[config.mk]
export PLATFORM = sky130hd
export DESIGN_NAME = timer_arbiter
export DESIGN_NICKNAME = d
export VERILOG_FILES = /design/src/rtl/timer_arbiter.sv
export SDC_FILE = /design/constraint.sdc
export NUM_CORES = 1
export LEC_CHECK = 0
export CORE_ASPECT_RATIO = 0.6
export CORE_MARGIN = 1.5
export CORE_UTILIZATION = 30
export DETAILED_ROUTE_END_ITERATION = 16
export PLACE_DENSITY = 0.64
export SYNTH_ARGS = -nofsm -noshare
export SYNTH_HDL_FRONTEND = slang
export SYNTH_SLANG_ARGS = --single-unit
export TNS_END_PERCENT = 1
[constraint.sdc]
create_clock -name clock -period 2.05 [get_ports clock]
set_clock_uncertainty 0.15 [all_clocks]
set_input_delay 0.205 -clock clock [delete_from_list [all_inputs] [get_ports clock]]
set_output_delay 0.205 -clock clock [all_outputs]
set_load 0.02 [all_outputs]
[src/rtl/timer_arbiter.sv]
// Round-robin owner of a shared interval timer: grants one requester at a time,
// clears and runs the timer up to that requester's limit, then pulses done.
module timer_arbiter #(
  parameter int N  = 4,
  parameter int W  = 16,
  parameter int IW = $clog2(N)
) (
  input  logic           clock,
  input  logic           reset,
  input  logic [N-1:0]   req,
  input  logic [N*W-1:0] lim,
  input  logic [W-1:0]   t_out,
  input  logic           t_valid,
  output logic           t_en,
  output logic           t_clr,
  output logic [N-1:0]   grant,
  output logic [N-1:0]   done,
  output logic           busy,
  output logic [IW-1:0]  cur_id
);

  typedef enum logic [1:0] {S_IDLE, S_CLEAR, S_RUN, S_DONE} state_e;

  state_e            state_q, state_d;
  logic [IW-1:0]     ptr_q, ptr_d;
  logic [IW-1:0]     cur_q, cur_d;
  logic [W-1:0]      lim_q, lim_d;
  logic              t_en_q, t_en_d;
  logic              t_clr_q, t_clr_d;
  logic [N-1:0]      grant_q, grant_d;
  logic [N-1:0]      done_q, done_d;
  logic              busy_q, busy_d;

  logic [N-1:0][W-1:0] lim_a;
  logic [IW-1:0]       rr_sel;
  logic [IW-1:0]       nxt_id;
  logic [N-1:0]        oh_d;
  logic                unused_t_valid;

  assign unused_t_valid = t_valid;

  for (genvar i = 0; i < N; i++) begin : g_lim
    assign lim_a[i] = lim[i*W +: W];
  end

  // Walk offsets from the far end down so the nearest requester at/after ptr wins.
  always_comb begin
    int idx;
    idx    = 0;
    rr_sel = '0;
    for (int k = N-1; k >= 0; k--) begin
      idx = int'(ptr_q) + k;
      if (idx >= N) idx = idx - N;
      if (req[IW'(idx)]) rr_sel = IW'(idx);
    end
  end

  assign nxt_id = (cur_q == IW'(N-1)) ? '0 : cur_q + IW'(1);

  always_comb begin
    state_d = state_q;
    ptr_d   = ptr_q;
    cur_d   = cur_q;
    lim_d   = lim_q;
    case (state_q)
      S_IDLE: begin
        if (|req) begin
          state_d = S_CLEAR;
          cur_d   = rr_sel;
          lim_d   = lim_a[rr_sel];
        end
      end
      S_CLEAR: state_d = S_RUN;
      S_RUN: begin
        // Owner dropping its request wins over a same-cycle match.
        if (!req[cur_q]) begin
          state_d = S_IDLE;
          ptr_d   = nxt_id;
        end else if (t_out == lim_q) begin
          state_d = S_DONE;
        end
      end
      S_DONE: begin
        state_d = S_IDLE;
        ptr_d   = nxt_id;
      end
      default: state_d = S_IDLE;
    endcase
  end

  // Outputs are decoded from next state so they leave the flops aligned with it.
  assign oh_d = N'(1) << cur_d;

  always_comb begin
    t_en_d  = (state_d == S_RUN);
    t_clr_d = (state_d == S_CLEAR);
    busy_d  = (state_d != S_IDLE);
    grant_d = busy_d ? oh_d : '0;
    done_d  = (state_d == S_DONE) ? oh_d : '0;
  end

  always_ff @(posedge clock or negedge reset) begin
    if (!reset) begin
      state_q <= S_IDLE;
      ptr_q   <= '0;
      cur_q   <= '0;
      lim_q   <= '0;
      t_en_q  <= 1'b0;
      t_clr_q <= 1'b1;
      grant_q <= '0;
      done_q  <= '0;
      busy_q  <= 1'b0;
    end else begin
      state_q <= state_d;
      ptr_q   <= ptr_d;
      cur_q   <= cur_d;
      lim_q   <= lim_d;
      t_en_q  <= t_en_d;
      t_clr_q <= t_clr_d;
      grant_q <= grant_d;
      done_q  <= done_d;
      busy_q  <= busy_d;
    end
  end

  assign t_en   = t_en_q;
  assign t_clr  = t_clr_q;
  assign grant  = grant_q;
  assign done   = done_q;
  assign busy   = busy_q;
  assign cur_id = cur_q;

endmodule

* Word-level counts from Yosys, hierarchy flattened
Cells that the tools add are included.
Word-level totals: bits in read-only memories 0, RAM bits 0, bits of input ports 87, memories 0, bits in latches 0, output and inout port bits 13, register bits 33
Cells by class: equal/unequal tests 9, $add $sub $neg 8, magnitude comparators 10, bitwise logic cells 0, shifts and indexed selects 1, multiplexer cells 35, multiply operators 0, reductions and logical operators 6, divide/modulo/power cells 0
Operator list (number):
- binary-select mux 16 bit (select 2 bit) | 1
- 2-to-1 mux 2 bit | 15
- == test 16 bit | 1
- < comparator 2 x 4 -> 1 bit, second input constant | 4
- 2-to-1 mux 16 bit | 1
- binary-select mux 1 bit (select 2 bit) | 5
- == test 2 bit, second input constant | 5
- greater-or-equal comparator 3 bit, second input constant | 3
- 2-to-1 mux 1 bit | 9
- 2-to-1 mux 4 bit | 2
- case mux 2 bit (4 select lines) | 1
- subtractor 2 x 1 -> 2 bit, second input constant | 4
- adder 2 x 2 -> 3 bit, second input constant | 2
- < comparator 2 x 3 -> 1 bit, second input constant | 2
- == test 2 x 1 -> 1 bit, second input constant | 2
- case mux 2 bit (2 select lines) | 1
- AND reduction 2 bit | 2
- nonzero test 2 bit | 2
- OR reduction 4 bit | 1
- left shift 1 x 2 -> 4 bit, first input constant | 1
- adder 2 x 1 -> 3 bit, second input constant | 1
- greater-or-equal comparator 2 x 3 -> 1 bit, second input constant | 1
- adder 2 x 1 -> 2 bit, second input constant | 1
- zero test 2 bit | 1
- inequality test 2 bit, second input constant | 1

* Longest topological paths before layout
depth after elaboration 14, depth in mapped cells 8

* Least setup slack after synthesis
No wires, ideal clock.
path type register to register, from register cur_q[0] (netlist: cur_id[0]), to register t_en_q (netlist: t_en), arrival 1.755 ns, library setup time 0.120 ns, clock period less this slack 2.024 ns, cell stages (with the launch flop) 6, setup slack 0.026 ns, buffers on the path 1, cells stage by stage dfrtp_1 -> mux4_2 -> nand3_1 -> or4_1 -> clkbuf_1 -> and3_1
Between the ends: longest elaborated chain between the ends 5
Ends and longest elaborated chain:
- start: declaration | line 26 | logic [IW-1:0] cur_q, cur_d;
- start signal: assignment | line 116 | cur_q <= cur_d;
- binary-select mux 1 bit (select 2 bit) | line 76 | if (!req[cur_q]) begin
- 2-to-1 mux 1 bit (implied by the code) | line 76
- 2-to-1 mux 2 bit | line 76
- case mux 2 bit (4 select lines) | line 65 | case (state_q)
- == test 2 bit | line 95 | t_en_d = (state_d == S_RUN);
- via t_en_d | line 28 | logic t_en_q, t_en_d;
- end signal: assignment | line 118 | t_en_q <= t_en_d;
- end: declaration | line 28
The timed path passes the listed nets, and every way through them passes these cells. The select of a mux whose other input is x is not followed. A chain may end at the register's enable or synchronous reset.

* Worst setup path after layout
from register lim_q[4], to register done_q[0] (netlist: done[0])
Between the ends: longest elaborated chain between the ends 6
Ends and longest elaborated chain:
- start: declaration | line 27 | logic [W-1:0] lim_q, lim_d;
- start signal: assignment | line 117 | lim_q <= lim_d;
- == test 16 bit | line 79 | end else if (t_out == lim_q) begin
- 2-to-1 mux 2 bit | line 79
- 2-to-1 mux 2 bit | line 76
- case mux 2 bit (4 select lines) | line 65
- == test 2 bit | line 99 | done_d = (state_d == S_DONE) ? oh_d : '0;
- 2-to-1 mux 4 bit | line 99
- via done_d[0] | line 31 | logic [N-1:0] done_q, done_d;
- end signal: assignment | line 121 | done_q <= done_d;
- end: declaration | line 31
The timed path passes the listed nets, and every way through them passes these cells.

==> metrics.txt <==
status completed; post-synth cell types 36; Reg2Reg Launch Point lim_q[4]; relative slew slack 0.718; initial antenna violation count 0; Clock Tree Buf Depth 2; FILL cells approximately 590; Crit Path Max Fanout 6; CTS tree done; initial core utilization 0.318; die area 0.00713 mm²; Setup crit end done[0]; area grow syn2layout 71.0%; DRT Pass-1 Iters 4; sequential share of the synthesized area 0.417; Iter 0 DRT Violations 67; Num CTS Buffers 5; placer congestion estimate ~0.84; Port Buffers between 90 and 100; DRC 0; crit path capture type flip-flop; DRT antenna net count 0; setup TNS 0 ns; half-perimeter wire length after placement around 5000 µm; final worst setup slack 0.0550 ns; Synth top area share 0.403; H-Tree Depth 2; clock-pin slew on the worst setup and hold paths ~0.080 ns; Root Driver clkbuf_8; num rows 22; post-synthesis register bit count 33; chip height between 60 and 70 µm; Post-synth top flop dfrtp_1; Worst Path Required roughly 2.1 ns; Synth area leaders dfrtp_1 (40%), a211oi_1 (12%), mux2i_1 (8.1%); Layout Nets 417; remaining global-route overflow 0; CP startpoint kind flip-flop; mapped cell area slightly below 0.002 mm²; vias in the first global route between 1.5k and 2k; via/cell ratio 4.87; Fmax roughly 500 MHz; share of cells above drive strength 1 0.148; Leak Pwr around 1.4 nW; worst hold path type in -> async; final setup vio count 0; num ports 100; setup bufs post-CTS 0; placed instance count between 400 and 500; final hold vios 0; Final Cycle Share 0.973; worst r2r dst done[0]; clk_lat worst skew 0.29 ns; final total power between 4 and 5 mW; Syn Nets between 200 and 300; number of enable flip-flop cells after synthesis 0; power per standard cell area between 1000 and 1500 mW/mm²; RSZ-0062 raised after global routing true; Post-Place Worst Slack -0.293 ns; final WL roughly 6400 µm; post-synthesis cell count ~210; average wire per standard cell 15.4 µm; r2r setup slk 0.05 ns; largest net degree at the start of global routing 34; syn avg cell area between 9 and 10 µm²; cell taking the most area after synthesis dfrtp_1; crit path DAT about 2 ns; Final Max Tran Viols 0; top post-synthesis cells by count a211oi_1 (32), dfrtp_1 (32), inv_1 (21); Final Non-Filler Cells 414; peak supply drop just over 0.5 mV; Chip Width 108 µm; crit path kind reg -> reg; Yosys warning count 0; global-route wire length before repair ~9400 µm; minimum clock period about 2.0 ns; CP startpoint lim_q[4]; Antenna Cells 0; CORE AREA ~0.0062 mm²; Post-CTS Hold Fix Bufs 0; via count 2018; Least-Margin Pin Slew between 0.4 and 0.5 ns; max_cap viols 0; cell count of the worst reg-to-reg path 6; GRT Util Overall 0.177; asr flop ratio synth 1.00; CTS Sinks 33
-- cell type report --
class / instances / area [µm²] / area share
timing repair buffer: 126 / 1220 / 0.358
clock inverter: 3 / 46.3 / 0.0136
sequential: 33 / 827 / 0.244
clock buffer: 5 / 68.8 / 0.0203
tap: 84 / 105 / 0.0310
multi-input combinational: 141 / 1050 / 0.309
inverter: 22 / 82.6 / 0.0243
-- registers in the layout, summed over array words and instances (netlist names) --
name,cells
lim_q,16
cur_id,2
ptr_q,2
busy,1
done,4
state_q,2
grant,4
t_en,1
t_clr,1
-- worst min path at each step --
| stage | from | to | slack (ns) | depth (start not counted) |
|---|---|---|---|---|
| after CTS | reset | lim_q[4] | 0.18 | 2 |
| after global routing | reset | ptr_q[0] | 0.22 | 2 |
| after detailed placement | state_q[1] | state_q[1] | 0.40 | 1 |
| after floorplan | reset | busy | -0.24 | 0 |
| after global placement | state_q[1] | state_q[1] | 0.41 | 1 |
| final | reset | ptr_q[0] | 0.16 | 2 |
-- repair_timing --
item,CTS,global route
resized for setup,1,4
setup endpoints to repair,5,17
cloned,0,0
-- power breakdown --
group          switching [mW]  leakage (nW)  total [mW]  internal, mW
logic                    1.14         0.974        2.30          1.16
registers               0.199         0.392        1.14         0.943
clock network           0.269        0.0543       0.633         0.364
total                    1.61          1.42        4.07          2.46
-- layer usage --
layer	vias to the layer above	GRT usage	routed length, µm
met5	-	0	0
met4	0	0.0296	30
met3	5	0.0502	438
met2	67	0.260	2750
met1	944	0.259	3140
li1	1002	-	-
-- cells by family after synthesis --
family	Yosys count	synth area share
and+or+nand+nor	47	0.122
AOI/OAI and AO/OA	57	0.204
adders and majority gates	1	0.00630
muxes	20	0.110
xor gates and xnor gates	16	0.0706
buffers and inverters	34	0.0706
DFF	33	0.417
-- stage by stage --
stage          instance area (µm²)   util  hold WS [ns]
6_report                      3390  0.543         0.158
3_5_place_dp                  3250  0.520         0.397
4_1_cts                       3370  0.539         0.179
2_1_floorplan                 1990      -        -0.241
5_1_grt                       3390  0.543         0.221
3_3_place_gp                  3250  0.520         0.408
-- critical path, cell delays in order, from the launching register on --
cell and delay [ns]:
dfrtp_1 0.39, xor2_1 0.17, nor4_2 0.31, buf_4 0.16, nand2_1 0.05, or4_4 0.47
nor3_1 0.21
-- placed cells by master, fill, tap and decap left out, drive strengths merged, types with 4 or more instances in the layout --
master	Yosys	routed
clkbuf	6	5
xnor2	8	8
a211oi	32	32
clkdlybuf4s50	0	98
nor2	20	20
dfrtp	32	32
buf	6	28
xor2	8	8
mux2i	17	17
a31oi	17	17
and3	4	4
inv	22	22
nor3	5	5
Power figures use the tool's default switching activity.
